--- src/rtl/uart_tx_param.sv ---
// Parameterised UART transmitter with a small transmit FIFO.
// Baud timing comes from an external one-cycle tick; frame is start, LSB-first data, optional parity, stop bits.
module uart_tx_param #(
    parameter int DATA_BITS   = 8,
    parameter int PARITY_MODE = 0,
    parameter int STOP_BITS   = 1,
    parameter int DEPTH       = 4
) (
    input  logic                   system_clock,
    input  logic                   rst,
    input  logic                   clock_enable,
    input  logic [DATA_BITS-1:0]   data_in,
    input  logic                   data_valid,
    output logic                   data_ready,
    output logic [$clog2(DEPTH):0] fifo_count,
    output logic                   tx_busy,
    output logic                   Tx
);
    localparam int PW = $clog2(DEPTH);
    localparam int CW = PW + 1;
    localparam int BW = $clog2(DATA_BITS);
    localparam logic [CW-1:0] DEPTH_C   = CW'(DEPTH);
    localparam logic [BW-1:0] LAST_BIT  = BW'(DATA_BITS - 1);
    localparam logic          STOP_LAST = 1'(STOP_BITS - 1);
    localparam logic          ODD       = (PARITY_MODE == 2);

    typedef enum logic [2:0] {IDLE, START, DATA, PARITY, STOP} state_t;

    state_t                 state_q, state_d;
    logic [DATA_BITS-1:0]   mem_q [DEPTH];
    logic [PW-1:0]          wr_ptr_q, rd_ptr_q;
    logic [CW-1:0]          count_q, count_d;
    logic [DATA_BITS-1:0]   shift_q, shift_d;
    logic [BW-1:0]          bit_cnt_q, bit_cnt_d;
    logic                   stop_cnt_q, stop_cnt_d;
    logic                   parity_q, parity_d;
    logic                   tx_q, tx_d;
    logic                   push, pop;
    logic [DATA_BITS-1:0]   head;

    assign head       = mem_q[rd_ptr_q];
    assign data_ready = (count_q < DEPTH_C);
    assign push       = data_valid && data_ready;
    assign fifo_count = count_q;
    assign tx_busy    = (state_q != IDLE);
    assign Tx         = tx_q;

    always_comb begin
        state_d    = state_q;
        shift_d    = shift_q;
        bit_cnt_d  = bit_cnt_q;
        stop_cnt_d = stop_cnt_q;
        parity_d   = parity_q;
        tx_d       = tx_q;
        pop        = 1'b0;
        if (clock_enable) begin
            unique case (state_q)
                IDLE: begin
                    tx_d = 1'b1;
                    pop  = (count_q != '0);
                end
                START: begin
                    state_d   = DATA;
                    tx_d      = shift_q[0];
                    bit_cnt_d = '0;
                end
                DATA: begin
                    if (bit_cnt_q == LAST_BIT) begin
                        if (PARITY_MODE != 0) begin
                            state_d = PARITY;
                            tx_d    = parity_q;
                        end else begin
                            state_d    = STOP;
                            tx_d       = 1'b1;
                            stop_cnt_d = 1'b0;
                        end
                    end else begin
                        shift_d   = shift_q >> 1;
                        tx_d      = shift_q[1];
                        bit_cnt_d = bit_cnt_q + BW'(1);
                    end
                end
                PARITY: begin
                    state_d    = STOP;
                    tx_d       = 1'b1;
                    stop_cnt_d = 1'b0;
                end
                STOP: begin
                    if (stop_cnt_q == STOP_LAST) begin
                        pop = (count_q != '0);
                        if (!pop) begin
                            state_d = IDLE;
                            tx_d    = 1'b1;
                        end
                    end else begin
                        stop_cnt_d = 1'b1;
                    end
                end
                default: state_d = IDLE;
            endcase
            // Loading a word is shared by IDLE and back-to-back STOP; parity is fixed at load time.
            if (pop) begin
                state_d  = START;
                tx_d     = 1'b0;
                shift_d  = head;
                parity_d = (^head) ^ ODD;
            end
        end
    end

    always_comb begin
        count_d = count_q;
        case ({push, pop})
            2'b10:   count_d = count_q + CW'(1);
            2'b01:   count_d = count_q - CW'(1);
            default: count_d = count_q;
        endcase
    end

    always_ff @(posedge system_clock) begin
        if (rst) begin
            state_q    <= IDLE;
            tx_q       <= 1'b1;
            count_q    <= '0;
            wr_ptr_q   <= '0;
            rd_ptr_q   <= '0;
            bit_cnt_q  <= '0;
            stop_cnt_q <= 1'b0;
            shift_q    <= '0;
            parity_q   <= 1'b0;
        end else begin
            state_q    <= state_d;
            tx_q       <= tx_d;
            count_q    <= count_d;
            wr_ptr_q   <= wr_ptr_q + PW'(push);
            rd_ptr_q   <= rd_ptr_q + PW'(pop);
            bit_cnt_q  <= bit_cnt_d;
            stop_cnt_q <= stop_cnt_d;
            shift_q    <= shift_d;
            parity_q   <= parity_d;
        end
    end

    always_ff @(posedge system_clock) begin
        if (push) begin
            mem_q[wr_ptr_q] <= data_in;
        end
    end
endmodule

--- config.mk ---
export PLATFORM = sky130hd
export DESIGN_NAME = uart_tx_param
export DESIGN_NICKNAME = d
export VERILOG_FILES = /design/src/rtl/uart_tx_param.sv
export SDC_FILE = /design/constraint.sdc
export NUM_CORES = 1
export LEC_CHECK = 0
export CAP_MARGIN = 20
export CORE_MARGIN = 2
export CORE_UTILIZATION = 35
export CTS_BUF_LIST = sky130_fd_sc_hd__clkbuf_8
export DETAILED_ROUTE_END_ITERATION = 16
export GPL_TIMING_DRIVEN = 0
export HOLD_SLACK_MARGIN = 0.12
export MAX_ROUTING_LAYER = met4
export PLACE_DENSITY = 0.6
export SLEW_MARGIN = 25
export SYNTH_ARGS = -nofsm -noshare
export SYNTH_HDL_FRONTEND = slang
export SYNTH_SLANG_ARGS = --single-unit
--- constraint.sdc ---
create_clock -name system_clock -period 3.58 [get_ports system_clock]
set_input_delay 0.716 -clock system_clock [delete_from_list [all_inputs] [get_ports system_clock]]
set_output_delay 0.716 -clock system_clock [all_outputs]
set_load 0.05 [all_outputs]
==> results.rst, run 1 <==
.. list-table::
   :header-rows: 1

   * - Metric
     - Value
   * - Power density of the placed cells
     - 748.0 nW/µm²
   * - Hold Buf Count CTS
     - 0
   * - RR Endpoint
     - fifo_count[2]$_SDFFE_PP0P_
   * - Sum of routed wire length over all layers
     - 3841 µm
   * - Setup repair after global routing missed its margin
     - false
   * - Number of nets with antenna violations after routing
     - 0
   * - Kind of path behind the tightest hold check
     - flop to flop
   * - Fmax achieved
     - 0.3682 GHz
   * - Die Wd
     - 84.93 µm
   * - Most common cell after layout, fill and taps aside
     - edfxtp_1
   * - Setup slack after layout
     - 0.8640 ns
   * - First-pass GRT wire length
     - 6548 µm
   * - GR Util met3
     - 0.02918
   * - Final Util
     - 0.4231
   * - Post-cts sizing count
     - 0
   * - DRC
     - 0
   * - Worst Path Buf+Inv
     - 3
   * - Final clock period utilization by the worst path
     - 0.7587
   * - Total overflow reported by the global router
     - 0
   * - Dominant cells by area after synthesis
     - edfxtp_1 (42%), dfxtp_1 (19%), mux4_2 (7.9%)
   * - Number of search-and-repair iterations in the first detailed-routing pass
     - 4
   * - Startpoint types
     - primary input
   * - Final Setup Violations
     - 0
   * - Effective utilization at floorplan
     - 0.3610
   * - Number of cells on the critical path
     - 9
   * - Worst-path clk slew
     - 0.10 ns
   * - Overall die height
     - 84.93 µm
   * - H-tree depth reported by CTS
     - 2
   * - WP data required
     - 3.83 ns
   * - Sequence of cells on the critical path
     - clkdlybuf4s50_1 > nand3_4 > inv_4 > ha_1 > inv_1 > fa_1 > xor2_1 > or3_1 > a21oi_1
   * - Final-layout fill cell count
     - 601
   * - Root cell of the clock tree
     - clkbuf_8
   * - Total nets after synthesis
     - 193
   * - Fin cells
     - 277
   * - Maximum buffer depth of the clock tree
     - 2
   * - Placer's final routability congestion estimate
     - 0.7232
   * - Top flip-flop cell by instance count after synthesis
     - edfxtp_1
   * - Ports
     - 18
   * - Number of buffers inserted during clock tree synthesis
     - 5
   * - Number of antenna violations at the first check in global routing
     - 0
   * - Vias in the first global route
     - 1340
   * - Sequential fraction of the synthesis area
     - 0.6114
   * - Pin count of the biggest net entering global routing
     - 19
   * - Register-to-register setup slack
     - 1.29 ns
   * - Area of placed instances
     - 2569 µm²
   * - Outcome
     - finished clean
   * - Layer carrying the most global-route usage
     - met2
   * - Worst voltage drop across the vdd grid
     - 0.0003186 V
   * - Grt met1 use
     - 0.1588
   * - Synth-to-layout area growth
     - 17.19%
   * - Endpoint of the worst setup timing path
     - fifo_count[2]$_SDFFE_PP0P_
   * - Layout Skew
     - 0.01059 ns
   * - Most frequent cells in the layout
     - edfxtp_1 (32), dfxtp_1 (22), nor2_1 (19), clkdlybuf4s50_1 (17), nand2_1 (11)
   * - Critical Path Slowest Stage Cell
     - clkdlybuf4s50_1
   * - Post-synth EDFFs
     - 32
   * - DIE AREA
     - 7212 µm²
   * - Floorplan core area
     - 6350 µm²
   * - Critical path startpoint
     - clock_enable
   * - Number of hold violations in the final report
     - 0
   * - Mean instance size in the synthesized netlist
     - 13.10 µm²
   * - TritonCTS clock tree
     - done
   * - Net total in the final layout
     - 217
   * - Antenna cell count
     - 0
   * - Clk sinks
     - 54
   * - Area share of the largest cell type after synthesis
     - 0.4192
   * - Worst endpoint data arrival time
     - 2.96 ns
   * - Count of input and output buffers
     - 17
   * - Final TNS setup
     - 0 ns
   * - Count of cell types in the netlist
     - 35
   * - Top cell type by total area after synthesis
     - edfxtp_1
   * - Max-cap violations
     - 0
   * - Syn. warnings
     - 0
   * - Largest fanout on the critical path
     - 10
   * - Starting DRT DRC Count
     - 100
   * - Pre-CTS setup slack
     - 0.5183 ns
   * - Flops & latches, synth
     - 54
   * - Number of instances in the synthesized netlist
     - 175
   * - Area taken by flip-flops and latches
     - 1401 µm²
   * - Element type at the critical path end
     - flop
   * - Transition time at the pin with the least slew margin
     - 0.7722 ns
   * - Share of flip-flops with an asynchronous set or reset after synthesis
     - 0
   * - Multi-input combinational cell area
     - 817.0 µm²
   * - DP Cell Count
     - 269
   * - Detailed placer's ending HPWL
     - 2627 µm
   * - Worst path max stage delay
     - 0.65 ns
   * - Via total after detailed routing
     - 1376
   * - Layout cells sized above 1
     - 0.1600
   * - Buffers inserted during post-CTS setup optimization
     - 0
   * - Fin area
     - 2686 µm²
   * - Worst max-slew margin expressed relative to the limit
     - 0.4833
   * - Launch instance of the worst register-to-register path
     - fifo_count[2]$_SDFFE_PP0P_
   * - Per-cell via count in the routed design
     - 4.968
   * - Netlist area before placement
     - 2292 µm²
   * - Fraction of met2 tracks used by global routing
     - 0.1847
   * - Number of pins with negative max-slew slack in the final report
     - 0
   * - Critical path start-end classification
     - primary input to flop
   * - R2r worst-path depth
     - 10
   * - Largest delay share family, worst path
     - buffers and inverters
   * - Number of rows in the core area
     - 29
   * - Total global routing track utilization
     - 0.1205
   * - Standby leakage power
     - 0.9193 nW
   * - Routed length per instance
     - 13.87 µm
   * - Clock Latency Late Sink
     - 0.31 ns
   * - Final worst path period need
     - 2.716 ns
[synth_stat cells, types with 3 or more instances]
cell,count
nand3_1,4
nor3b_1,3
ha_1,5
o21ai_0,6
nor2_1,19
inv_1,6
a21oi_1,10
dfxtp_1,22
nor2b_1,5
edfxtp_1,32
nand2_1,11
mux4_2,8
nor3_1,8
nor4_1,4
or3_1,4
[power by group]
part           internal, W  switching [W]
Combinational     0.000323       0.000418
Sequential        0.000781      0.0000632
Clock             0.000213       0.000211
Total              0.00132       0.000692
[flip-flops by register name, summed over array words and instances (netlist names)]
| name | flops |
|---|---|
| wr_ptr_q | 2 |
| state_q | 3 |
| Tx | 1 |
| bit_cnt_q | 3 |
| shift_q | 8 |
| mem_q | 32 |
| fifo_count | 3 |
| rd_ptr_q | 2 |
[worst reg2reg max path, delay by kind of cell, from the launching register on]
family | cells | cell delay, ns
AOI/OAI and AO/OA | 1 | 0.13
adders and majority gates | 2 | 0.57
buffers and inverters | 3 | 0.35
and+or+nand+nor | 3 | 0.60
xor gates and xnor gates | 1 | 0.16
DFF | 1 | 0.42
[cell families (layout without fill, tap and decap cells)]
group | Yosys count | in the layout | synth area share
compound gates | 22 | 22 | 0.06059
flops | 54 | 54 | 0.6114
mux | 9 | 9 | 0.08297
simple gates | 65 | 65 | 0.1572
xor+xnor | 4 | 4 | 0.01529
buf+inv | 15 | 40 | 0.03657
fa+ha+maj | 6 | 6 | 0.03603
[how the worst min path moves through the flow]
stage	depth (start not counted)	to	start	slack, ns
after floorplan	2	bit_cnt_q[1]$_SDFFE_PP0P_	bit_cnt_q[1]$_SDFFE_PP0P_	0.44
after global placement	2	bit_cnt_q[1]$_SDFFE_PP0P_	bit_cnt_q[1]$_SDFFE_PP0P_	0.45
after detailed placement	2	bit_cnt_q[1]$_SDFFE_PP0P_	bit_cnt_q[1]$_SDFFE_PP0P_	0.45
after CTS	2	bit_cnt_q[1]$_SDFFE_PP0P_	bit_cnt_q[1]$_SDFFE_PP0P_	0.46
after global routing	2	bit_cnt_q[2]$_SDFFE_PP0P_	bit_cnt_q[2]$_SDFFE_PP0P_	0.49
final	2	bit_cnt_q[2]$_SDFFE_PP0P_	bit_cnt_q[2]$_SDFFE_PP0P_	0.46
[metal layers]
layer,part of all wire,up-vias
met3,0.028,6
li1,-,692
met4,0.013,0
met2,0.47,16
met1,0.49,662
met5,0,-
[final cells by class]
cell class | count | area share
plain buffers | 8 | 0.02049
clock buffers | 5 | 0.02562
clock inverters | 3 | 0.01816
inverters | 7 | 0.01071
multi-input cells | 106 | 0.3041
flip-flops and latches | 54 | 0.5217
well taps | 77 | 0.03586
repair buffers | 17 | 0.06334
[per-stage QoR]
stage | hold slack (ns) | power, W
after floorplan | 0.4356 | 0.001430
after global placement | 0.4474 | 0.001600
after detailed placement | 0.4492 | 0.001612
after CTS | 0.4640 | 0.002035
after global routing | 0.4932 | 0.002143
final | 0.4637 | 0.002009
Power figures use the tool's default switching activity.
==> run 2, diff against run 1 <==
Clock period 3.58 ns to 2.8 ns, I/O delays scaled along.
==> results of run 2 <==
Same layout as run 1 (identical final DEF). Status: finished clean.
Main changes from that run: setup slack after placement 0.5183 ns -> -0.1057 ns; setup slack after layout 0.8640 ns -> 0.2400 ns; register-to-register setup slack 1.29 ns -> 0.51 ns; total power 0.002009 W -> 0.002569 W; worst IR drop on VDD 0.0003186 V -> 0.0004073 V
